===== config.mk =====
export PLATFORM = sky130hd
export DESIGN_NAME = iir_seq
export DESIGN_NICKNAME = d
export VERILOG_FILES = /design/src/rtl/iir_pkg.sv /design/src/rtl/iir_vpipe.sv /design/src/rtl/iir_seq.sv
export SDC_FILE = /design/constraint.sdc
export NUM_CORES = 1
export LEC_CHECK = 0
export CORE_ASPECT_RATIO = 2
export CORE_MARGIN = 10
export CORE_UTILIZATION = 30
export DETAILED_ROUTE_END_ITERATION = 16
export PLACE_DENSITY_LB_ADDON = 0.05
export SLEW_MARGIN = 40
export SYNTH_ARGS = -nofsm -noshare
export SYNTH_HDL_FRONTEND = slang
export SYNTH_SLANG_ARGS = --single-unit

===== constraint.sdc =====
create_clock -name clk -period 4.59 [get_ports clk]
set_clock_uncertainty 0.15 [all_clocks]
set_input_delay 0.6885 -clock clk [delete_from_list [all_inputs] [get_ports clk]]
set_output_delay 0.6885 -clock clk [all_outputs]
set_load 0.1 [all_outputs]

===== src/rtl/iir_pkg.sv =====
// Shared FSM state type, coefficient addresses and reset coefficients for the
// iir_seq sample/coefficient sequencer.
package iir_pkg;

    typedef enum logic [1:0] {
        ST_RUN    = 2'd0,
        ST_DRAIN  = 2'd1,
        ST_LOAD   = 2'd2,
        ST_SETTLE = 2'd3
    } state_t;

    localparam logic [2:0] ADDR_A0 = 3'd0;
    localparam logic [2:0] ADDR_A1 = 3'd1;
    localparam logic [2:0] ADDR_B0 = 3'd2;
    localparam logic [2:0] ADDR_B1 = 3'd3;
    localparam logic [2:0] ADDR_B2 = 3'd4;

    localparam int NUM_COEF = 5;

    localparam int DEF_A0 = -8;
    localparam int DEF_A1 = -8;
    localparam int DEF_B0 = 8;
    localparam int DEF_B1 = 16;
    localparam int DEF_B2 = 8;

    // Reset value of coefficient slot idx (slot order matches the cfg_addr map).
    function automatic int coef_default(input int idx);
        int v;
        case (idx)
            0:       v = DEF_A0;
            1:       v = DEF_A1;
            2:       v = DEF_B0;
            3:       v = DEF_B1;
            default: v = DEF_B2;
        endcase
        return v;
    endfunction

endpackage


===== src/rtl/iir_vpipe.sv =====
// LAT-deep valid shift register mirroring the external filter latency; the
// tail marks the cycle a result is present and the empty flag gates draining.
module iir_vpipe #(
    parameter int LAT = 2
) (
    input  logic i_clk,
    input  logic i_rst,
    input  logic i_vld,
    output logic o_tail,
    output logic o_empty
);

    logic [LAT-1:0] r_sr;

    always_ff @(posedge i_clk or posedge i_rst) begin
        if (i_rst) begin
            r_sr <= '0;
        end else begin
            r_sr[0] <= i_vld;
            for (int i = 1; i < LAT; i++) begin
                r_sr[i] <= r_sr[i-1];
            end
        end
    end

    assign o_tail  = r_sr[LAT-1];
    assign o_empty = ~|r_sr;

endmodule


===== src/rtl/iir_seq.sv =====
// Sample sequencer for an external IIR step engine: feeds samples, tracks
// results, and swaps shadow coefficients in only once the pipeline is empty.
module iir_seq
    import iir_pkg::*;
#(
    parameter int DW  = 8,
    parameter int LAT = 2,
    parameter int CW  = 16
) (
    input  logic          clk,
    input  logic          reset,
    input  logic          s_valid,
    input  logic [DW-1:0] s_data,
    output logic          s_ready,
    output logic          m_valid,
    output logic [DW-1:0] m_data,
    input  logic          cfg_wr,
    input  logic [2:0]    cfg_addr,
    input  logic [DW-1:0] cfg_data,
    input  logic          cfg_commit,
    output logic          cfg_busy,
    output logic [CW-1:0] sample_count,
    output logic [DW-1:0] iir_x,
    output logic          iir_enable,
    output logic          iir_clear,
    input  logic [DW-1:0] iir_z,
    output logic [DW-1:0] iir_a0,
    output logic [DW-1:0] iir_a1,
    output logic [DW-1:0] iir_b0,
    output logic [DW-1:0] iir_b1,
    output logic [DW-1:0] iir_b2
);

    state_t                r_state;
    logic                  r_busy;
    logic                  r_clear;
    logic [CW-1:0]         r_count;
    logic signed [DW-1:0]  r_shadow [NUM_COEF];
    logic signed [DW-1:0]  r_active [NUM_COEF];

    logic [DW-1:0]         r_x_p0;
    logic                  r_vld_p0;
    logic [DW-1:0]         r_mdata;

    logic                  w_accept;
    logic                  w_tail;
    logic                  w_pipe_empty;

    assign s_ready  = (r_state == ST_RUN);
    assign w_accept = s_valid & s_ready;

    // Control: state, commit handshake, sample counter, coefficient banks.
    always_ff @(posedge clk or posedge reset) begin
        if (reset) begin
            r_state <= ST_RUN;
            r_busy  <= 1'b0;
            r_clear <= 1'b0;
            r_count <= '0;
            for (int i = 0; i < NUM_COEF; i++) begin
                r_shadow[i] <= DW'(coef_default(i));
                r_active[i] <= DW'(coef_default(i));
            end
        end else begin
            r_clear <= 1'b0;

            if (cfg_wr) begin
                case (cfg_addr)
                    ADDR_A0: r_shadow[0] <= cfg_data;
                    ADDR_A1: r_shadow[1] <= cfg_data;
                    ADDR_B0: r_shadow[2] <= cfg_data;
                    ADDR_B1: r_shadow[3] <= cfg_data;
                    ADDR_B2: r_shadow[4] <= cfg_data;
                    default: ;
                endcase
            end

            if (w_accept) begin
                r_count <= r_count + CW'(1);
            end

            case (r_state)
                ST_RUN: begin
                    if (cfg_commit) begin
                        r_state <= ST_DRAIN;
                        r_busy  <= 1'b1;
                    end
                end
                ST_DRAIN: begin
                    // Results issued before the commit must leave with the old coefficients.
                    if (!r_vld_p0 && w_pipe_empty) begin
                        r_state <= ST_LOAD;
                        r_clear <= 1'b1;
                    end
                end
                ST_LOAD: begin
                    for (int i = 0; i < NUM_COEF; i++) begin
                        r_active[i] <= r_shadow[i];
                    end
                    r_count <= '0;
                    r_state <= ST_SETTLE;
                end
                ST_SETTLE: begin
                    r_state <= ST_RUN;
                    r_busy  <= 1'b0;
                end
                default: begin
                    r_state <= ST_RUN;
                    r_busy  <= 1'b0;
                end
            endcase
        end
    end

    // Stage p0: registered sample and step strobe towards the filter.
    always_ff @(posedge clk or posedge reset) begin
        if (reset) begin
            r_x_p0   <= '0;
            r_vld_p0 <= 1'b0;
            r_mdata  <= '0;
        end else begin
            r_vld_p0 <= w_accept;
            if (w_accept) begin
                r_x_p0 <= s_data;
            end
            if (w_tail) begin
                r_mdata <= iir_z;
            end
        end
    end

    iir_vpipe #(
        .LAT (LAT)
    ) u_vpipe (
        .i_clk   (clk),
        .i_rst   (reset),
        .i_vld   (r_vld_p0),
        .o_tail  (w_tail),
        .o_empty (w_pipe_empty)
    );

    // The filter result is only valid in the tail cycle; hold the last one otherwise.
    assign m_valid      = w_tail;
    assign m_data       = w_tail ? iir_z : r_mdata;

    assign cfg_busy     = r_busy;
    assign sample_count = r_count;
    assign iir_x        = r_x_p0;
    assign iir_enable   = r_vld_p0;
    assign iir_clear    = r_clear;

    assign iir_a0       = r_active[0];
    assign iir_a1       = r_active[1];
    assign iir_b0       = r_active[2];
    assign iir_b1       = r_active[3];
    assign iir_b2       = r_active[4];

endmodule


Yosys cells after proc, flatten, opt, wreduce, memory -nomap -nowiden
Index checks and enable logic that the tools add are counted.
{"block": "op_classes", "add_sub_neg": 1, "n_eq_ne": 9, "mux": 10, "n_bitwise": 1, "n_reduce_logical": 15}
{"op": "two-way mux 16 bit", "count": 2}
{"op": "adder 16 x 1 -> 16 bit (second input constant)", "count": 1}
{"op": "AND reduction 2 bit", "count": 7}
{"op": "two-way mux 8 bit", "count": 1}
{"op": "one-hot mux 2 bit (4 select lines)", "count": 1}
{"op": "equality test 3 x 2 -> 1 bit (second input constant)", "count": 2}
{"op": "equality test 2 bit (second input constant)", "count": 2}
{"op": "two-way mux 2 bit", "count": 2}
{"op": "nonzero test 2 bit", "count": 2}
{"op": "equality test 3 x 1 -> 1 bit (second input constant)", "count": 1}
{"op": "equality test 3 bit (second input constant)", "count": 1}
{"op": "logical NOT 3 bit", "count": 1}
{"op": "two-way mux 1 bit", "count": 3}
{"op": "equality test 2 x 1 -> 1 bit (second input constant)", "count": 1}
{"op": "logical NOT 1 bit", "count": 2}
{"op": "logical NOT 2 bit", "count": 1}
{"op": "!= test 2 x 1 -> 1 bit (second input constant)", "count": 1}
{"op": "!= test 2 bit (second input constant)", "count": 1}
{"op": "one-hot mux 1 bit (2 select lines)", "count": 1}
{"op": "OR reduction 2 bit", "count": 1}
{"op": "bitwise AND 1 bit", "count": 1}
{"op": "logical AND 1 bit", "count": 1}
{"block": "totals", "register_bits": 119, "input_bits": 32, "output_inout_bits": 77}

Depth between registers and ports, before layout
Gate-level depths: netlist of the first run.
{"block": "depth", "depth_word": 5, "ltp_mapped": 7, "depth_no_buf": 7}

Hierarchy
From an unflattened synthesis of the first run, not the netlist that was laid out.
{"block": "unflattened", "cells_unflattened": 338, "hier_area_um2": 4773.3}
{"module": "iir_seq", "instances": 1, "cells_each": 334, "area_each_um2": 4715.8, "seq_area_each_um2": 2960.3}
{"module": "iir_vpipe", "instances": 1, "cells_each": 4, "area_each_um2": 57.6, "seq_area_each_um2": 50.0}

Worst setup path before layout of the first run
OpenSTA, ideal clock, no wires.
{"block": "synth_timing", "kind": "flip-flop to flip-flop", "start": "register r_state[0]", "end": "register r_count[13], in the netlist sample_count[13]", "setup_time_ps": 125, "t_arrival_ps": 2371, "path_slack_ps": 1943, "stages_incl_launch_ff": 7, "path_buffers": 0, "synth_period_minus_slack_ps": 2647, "cell_sequence": "dfrtp_1 inv_1 ha_1 nand2_2 nor3_4 nand3_2 mux2_4"}
{"block": "synth_via", "elab_chain_len": 3, "elab_cells_between_ends": 5}
{"element": "start, declared", "line": "iir_seq.sv:34", "rtl": "state_t r_state;"}
{"element": "start signal, assigned", "line": "iir_seq.sv:55", "rtl": "r_state <= ST_RUN;"}
{"element": "start signal, assigned", "line": "iir_seq.sv:84", "rtl": "r_state <= ST_DRAIN;"}
{"element": "start signal, assigned", "line": "iir_seq.sv:91", "rtl": "r_state <= ST_LOAD;"}
{"element": "logical NOT 2 bit", "line": "iir_seq.sv:49", "rtl": "assign s_ready = (r_state == ST_RUN);"}
{"element": "via s_ready", "line": "iir_seq.sv:14", "rtl": "output logic s_ready,"}
{"element": "bitwise AND 1 bit", "line": "iir_seq.sv:50", "rtl": "assign w_accept = s_valid & s_ready;"}
{"element": "nonzero test 2 bit (no source line)"}
{"element": "end signal, assigned", "line": "iir_seq.sv:78", "rtl": "r_count <= r_count + CW'(1);"}
{"element": "end, declared", "line": "iir_seq.sv:37", "rtl": "logic [CW-1:0] r_count;"}
The timed path passes the listed nets, and every way through them passes these cells.
A chain may end at the register's enable or synchronous reset.

Final worst setup path of the first run
{"block": "layout_timing", "start": "register r_state[0]", "end": "output port s_ready"}
{"block": "layout_via", "elab_chain_len": 1}
{"element": "logical NOT 2 bit", "line": "iir_seq.sv:49"}
{"element": "end, declared", "line": "iir_seq.sv:14"}
No other way between the ends.

==> results of run 1 <==
logic make-up after synthesis:
kind of cell    share of synthesized area [%]
simple gates                             9.47
flops                                    62.8
mux                                      21.4
compound gates                           1.23
buf+inv                                  1.83
xor+xnor                                 2.01
fa+ha+maj                                1.30
per-stage QoR:
stage	instances	hold slack, ns	area [um^2]	util (%)	setup slack (ns)
floorplan	334	0.205	4800	-	0.637
global placement	634	0.211	6110	38.7	1.30
detailed placement	634	0.218	5740	36.4	1.94
CTS	666	0.234	6340	40.2	1.98
global route	666	0.259	6340	40.2	1.92
finish	666	0.234	6340	40.2	2.01
worst register-to-register path, delay by kind of cell, from the launching register on:
kind | cells | cell delay, ns
and+or+nand+nor | 3 | 0.51
adders and majority gates | 1 | 0.31
xor gates and xnor gates | 1 | 0.15
buffers and inverters | 2 | 0.56
DFF | 1 | 0.41
sequential cells by signal, summed over array words and instances, names as in the netlist:
signal,count
iir_a1,8
iir_b2,8
u_vpipe.r_sr,2
iir_clear,1
iir_x,8
r_mdata,8
iir_b1,8
r_shadow,40
iir_a0,8
sample_count,16
iir_b0,8
iir_enable,1
r_state,2
cfg_busy,1
layer usage:
layer | share of wire [%] | track usage, %
met1 | 40 | 12.3
met2 | 53 | 19.0
met3 | 5.8 | 4.25
met4 | 1.4 | 4.51
met5 | 0 | 0
path summary, 6_finish.rpt:
check	startpoint	end	depth (start not counted)	slack [ns]
setup / recovery	r_state[0]	s_ready	3	2.01
hold / removal	u_vpipe.r_sr[0]	u_vpipe.r_sr[1]	0	0.23
setup reg to reg	r_state[0]	sample_count[4]	7	2.37
hold reg to reg	u_vpipe.r_sr[0]	u_vpipe.r_sr[1]	0	0.23
max in group asynchronous	reset	iir_b2[3]	3	2.90
min in group asynchronous	reset	r_mdata[7]	2	0.60
cell usage after synthesis:
library cell,instances,share of area [%]
and2b_1,1,0.16
nand3_1,5,0.52
nor2_2,1,0.13
nor3b_4,1,0.39
nand3_4,1,0.37
nor3_4,2,0.68
nor4_2,4,1.0
nor3_1,5,0.52
nor2b_1,2,0.26
mux2_1,4,0.94
o21ai_0,3,0.31
mux2i_1,1,0.21
nand2_2,1,0.13
dfstp_2,26,14
and3b_1,1,0.18
mux2_2,85,20
nand3_2,1,0.21
dfrtp_1,93,49
clkbuf_1,2,0.16
nand4_4,1,0.44
mux2_4,1,0.31
nand4_2,1,0.26
o32a_1,1,0.21
and2_1,1,0.13
nor2_1,13,1.0
buf_2,7,0.73
buf_1,2,0.16
a21o_2,1,0.18
nand4_1,2,0.26
or3_1,2,0.26
xor2_1,2,0.37
ha_1,5,1.3
nand2_1,32,2.5
inv_1,10,0.78
xnor2_1,9,1.6
a21oi_1,5,0.52
final cells by class:
cell class	instances	area, um^2
Clock buffer	23	478
Clock inverter	9	125
Fill cell	1538	9440
Inverter	10	42.5
Multi-Input combinational cell	194	1710
Sequential cell	119	3010
Tap cell	201	251
Timing Repair Buffer	110	723
==> qor.csv, run 1 <==
metric,value,unit
status,finished clean,
post_cts_buffers,0,
grt_pass1_wl,18600,um
slowest_delay,0.48,ns
worstPathMaxFanout,6,
final.min_clock_period,2.58,ns
grt.total_usage,11.3,%
grt_overflow_total,0,
wirelength,11600,um
tightest_slew,0.643,ns
htreeDepth,4,
fin_nets,489,
cts_buffer_depth,2,
drtPass1Iterations,4,
cts_sinks,119,
num_vias,2993,
die_x,109,um
max_cap_viol_count,0,
drive_above_1_share,50.8,%
vias_per_cell,4.49,
syn_area,4800,um^2
netlist_instances,334,
cts_hold_buf,0,
fp-row-count,65,
hold_violations,0,
slowest_stage,buf_2,
post_drt_wl_per_cell,17.4,um
grt_max_degree,67,
io_pins,109,
fin_setup_tns,0,ns
hold_path.class,reg2reg,
cts_made_buffers,17,
hpwl,8130,um
max-slew-margin-rel,57.1,%
die_area,21800,um^2
ys_ff_latch,119,
critPathLaunchType,flip-flop,
drt_iter0_drc,49,
maxSlewViolCount,0,
clk_latency,0.41,ns
layout_commonest_cell,dfrtp_1,
rsz0062_at_grt,false,
syn_avg_cell_area,14.4,um^2
crit_chain,inv_1 > ha_1 > buf_2,
antenna_left,0,
arrival,1.74,ns
ys_types,36,
clk_pin_slew,0.06,ns
area_growth,32.2,%
antenna_found_initial,0,
cts_repair_resize_count,0,
final.period_utilization,56.3,%
dieHeight,199,um
start_util,30.4,%
crit_path_end_kind,output pin,
coreArea,15800,um^2
setup_viol,0,
critPathRequiredTime,3.75,ns
cts-root-buf,clkbuf_16,
synth_nets,371,
fmax,387,MHz
place.gp.congestion,0.702,
critPathTopFamily,buffers and inverters,
grt_pass1_vias,3369,
final_cell_mix,"93 x dfrtp_1, 85 x mux2_2, 77 x buf_2",
crit_buf_inv,2,
setup.worst_path.class,reg2out,
drc,0,
ys_seq_area_share,62.8,%
io_buffers,108,
yosysWarnings,0,
cts_tree,done,
antennaDiodeCount,0,
Power of run 1 is left out: the tool's default activity adds up to more than one toggle a clock period on the data nets, which glitch-free logic cannot reach.
==> inputs of run 2 (changes only) <==
- clock period: 4.59 -> 2.1 ns (I/O delays scaled with it)
==> qor.csv, run 2 (same netlist as run 1, synthesis figures left out) <==
metric,value,unit
status,finished clean,
grt_overflow_total,0,
vias_per_cell,4.45,
n_fill_cell,1490,
setup_viol,0,
setup.worst_path.class,reg2out,
clk_latency,0.40,ns
wirelength,11900,um
critPathTopFamily,flip-flops,
grt_pass1_wl,19200,um
grt.total_usage,11.7,%
critPathRequiredTime,1.63,ns
grt_pass1_vias,3368,
htreeDepth,4,
tightest_slew,0.358,ns
die_area,21800,um^2
drive_above_1_share,55.2,%
post_cts_buffers,0,
dieHeight,199,um
layout_commonest_cell,mux2_2,
cts_sinks,119,
io_pins,109,
drt_iter0_drc,62,
cts_repair_resize_count,0,
post_drt_wl_per_cell,17.5,um
largest_reg_flops,40,
hpwl,8810,um
die_x,109,um
final.min_clock_period,1.97,ns
hold_violations,0,
top_register,r_shadow,
num_vias,3022,
antenna_found_initial,0,
drc,0,
cts_buffer_depth,2,
arrival,1.51,ns
clk_pin_slew,0.06,ns
crit_chain,mux2_2 > buf_12,
fin_nets,502,
cts-root-buf,clkbuf_16,
maxSlewViolCount,0,
antenna_left,0,
final_cell_area,7000,um^2
critPathLaunchType,flip-flop,
crit_buf_inv,1,
fmax,506,MHz
fin_setup_tns,0,ns
area_growth,45.9,%
slowest_stage,dfrtp_2,
antennaDiodeCount,0,
rsz0062_at_grt,false,
worstPathMaxFanout,10,
place_area,6370,um^2
start_util,30.4,%
crit_path_end_kind,output pin,
max_cap_viol_count,0,
final_cell_mix,"85 x mux2_2, 81 x dfrtp_1, 65 x buf_4",
grt_max_degree,66,
fp-row-count,65,
io_buffers,108,
max-slew-margin-rel,76.1,%
cts_made_buffers,17,
hold_path.class,in2async,
drtPass1Iterations,4,
holdWs,0.214,ns
place.gp.congestion,0.697,
final.period_utilization,94.0,%
coreArea,15800,um^2
slowest_delay,0.51,ns
cts_tree,done,
cts_hold_buf,0,
## run 2: final timing paths
kind	start	endpoint	slack, ns	cells past startpoint
setup reg to reg	r_state[0]	sample_count[13]	0.26	6
min in group clk	u_vpipe.r_sr[0]	u_vpipe.r_sr[1]	0.23	0
setup / recovery	u_vpipe.r_sr[1]	m_data[3]	0.13	2
hold / removal	reset	iir_b2[5]	0.21	3
hold reg to reg	u_vpipe.r_sr[0]	u_vpipe.r_sr[1]	0.23	0
max in group asynchronous	reset	iir_a0[3]	1.20	3
## run 2: final cells by class
cell class	instances	area [um^2]	share of cell area, %
Timing Repair Buffer	123	1340	19.1
Multi-Input combinational cell	194	1710	24.5
Inverter	10	41.3	0.590
Tap cell	201	251	3.59
Sequential cell	119	3030	43.2
Clock buffer	18	429	6.13
Clock inverter	14	200	2.86
## run 2: layer usage
layer | vias to the layer above | track usage [%] | wire [um]
li1 | 1413 | - | -
met2 | 78 | 20.4 | 6580
met1 | 1518 | 12.4 | 4340
met4 | 0 | 4.80 | 175
met5 | - | 0 | 0
met3 | 13 | 3.95 | 757
## run 2: worst register-to-register path: cells and delay by family (launching register included)
family / cells / cell delay (ns)
AND/OR/NAND/NOR: 3 / 0.52
buffers and inverters: 1 / 0.14
flip-flops: 1 / 0.41
multiplexers: 1 / 0.30
adder cells (fa/ha/maj): 1 / 0.21
## run 2: through the flow
stage,setup WS (ns),utilization [%],std cells
after floorplan,0.0658,-,334
after global placement,0.151,40.4,647
after detailed placement,0.128,40.4,647
after CTS,0.0906,44.4,679
after global routing,0.0603,44.4,679
final,0.125,44.4,679
Power of run 2 is left out for the same reason.
==> inputs of run 3 (changes only) <==
- SETUP_SLACK_MARGIN: default -> 0.15
==> qor.csv, run 3 (same netlist as run 1, synthesis figures left out) <==
metric,value,unit
status,finished clean,
wirelength,11900,um
fin_setup_tns,0,ns
slowest_stage,dfrtp_2,
cts-root-buf,clkbuf_16,
cts_tree,done,
critPathLaunchType,flip-flop,
r2r_start,r_state[1],
cts_made_buffers,17,
setup.worst_path.class,reg2out,
reg2regPathDepth,6,
htreeDepth,4,
setup_viol,0,
dieHeight,199,um
final.min_clock_period,1.93,ns
largest_reg_flops,40,
place.gp.congestion,0.681,
drt_iter0_drc,38,
worstPathMaxFanout,5,
drive_above_1_share,56.0,%
critPathRequiredTime,1.63,ns
area_growth,48.6,%
antenna_found_initial,0,
rrSetupSlack,0.28,ns
grt_max_degree,45,
layout_commonest_cell,dfrtp_1,
die_x,109,um
num_vias,3059,
maxSlewViolCount,0,
max-slew-margin-rel,77.4,%
top_register,r_shadow,
fin_nets,506,
start_util,30.4,%
fp-row-count,65,
grt.total_usage,11.4,%
cts_buffer_depth,2,
drtPass1Iterations,4,
grt_overflow_total,0,
cts_hold_buf,0,
io_pins,109,
hold_path.class,in2async,
rsz0062_at_grt,true,
fmax,517,MHz
drc,0,
hold_violations,0,
clk_latency,0.40,ns
hpwl,8660,um
tightest_slew,0.338,ns
cpMostUsedCell,buf_12,
antenna_left,0,
max_cap_viol_count,0,
clk_pin_slew,0.06,ns
final_cell_mix,"81 x dfrtp_1, 78 x mux2_2, 65 x buf_4",
arrival,1.47,ns
io_buffers,108,
die_area,21800,um^2
grt_pass1_wl,19100,um
final.period_utilization,92.1,%
slowest_delay,0.39,ns
vias_per_cell,4.48,
coreArea,15800,um^2
crit_chain,buf_12 > mux2_2 > buf_12,
cts_sinks,119,
crit_path_end_kind,output pin,
post_drt_wl_per_cell,17.5,um
grt_pass1_vias,3361,
r2r-end,sample_count[14],
antennaDiodeCount,0,
-- run 3: changes by cell type in the layout (fill, tap and decap cells not counted), moves of 2 or more --
cell / previous run / this run
inv_6: 2 / 5
mux2_2: 85 / 78
clkinv_4: 6 / 4
buf_12: 27 / 30
mux2_4: 1 / 8
-- run 3: critical path, delay by kind of cell (launching register included) --
kind | cells | cell delay (ns)
muxes | 1 | 0.37
buffers and inverters | 2 | 0.30
DFF | 1 | 0.39
-- run 3: timing repair --
item / 4_1_cts / 5_1_grt
endpoints found under the setup margin: 8 / 8
gates resized for setup: 2 / 2
endpoints found under the hold margin: 0 / 0
setup buffers: 3 / 1
-- run 3: area by class of cell --
| class | instances | area, um^2 |
|---|---|---|
| tap | 201 | 251 |
| timing repair buffer | 127 | 1410 |
| clock inverter | 15 | 215 |
| inverter | 10 | 41.3 |
| clock buffer | 17 | 425 |
| fill | 1464 | 8650 |
| sequential | 119 | 3030 |
| multi-input combinational | 194 | 1760 |
-- run 3: metal layers --
layer	global-route usage (%)	vias to the layer above	share of wire, %	wire length, um
met1	12.5	1558	38	4510
met5	0	-	0	0
met4	4.36	0	1.1	136
met3	3.37	7	5.9	703
met2	19.8	73	55	6570
li1	-	1421	-	-
-- run 3: worst max-delay path by stage --
stage	start	to	cells after the start
floorplan	reset	sample_count[0]	1
finish	u_vpipe.r_sr[1]	m_data[5]	3
detailed placement	cfg_addr[2]	r_shadow[21]	6
CTS	u_vpipe.r_sr[1]	m_data[2]	3
global route	u_vpipe.r_sr[1]	m_data[2]	3
global placement	cfg_addr[1]	r_shadow[22]	5
-- run 3: per-stage QoR --
step | instance area (um^2) | std cells | hold slack (ns) | utilization [%] | setup slack (ns)
2_1_floorplan | 4860 | 334 | 0.205 | - | 0.0770
3_3_place_gp | 6430 | 647 | 0.211 | 40.8 | 0.132
3_5_place_dp | 6430 | 647 | 0.213 | 40.8 | 0.0923
4_1_cts | 7110 | 682 | 0.0824 | 45.1 | 0.147
5_1_grt | 7130 | 683 | 0.100 | 45.2 | 0.123
6_report | 7130 | 683 | 0.0892 | 45.2 | 0.165
Power of run 3 is left out for the same reason.
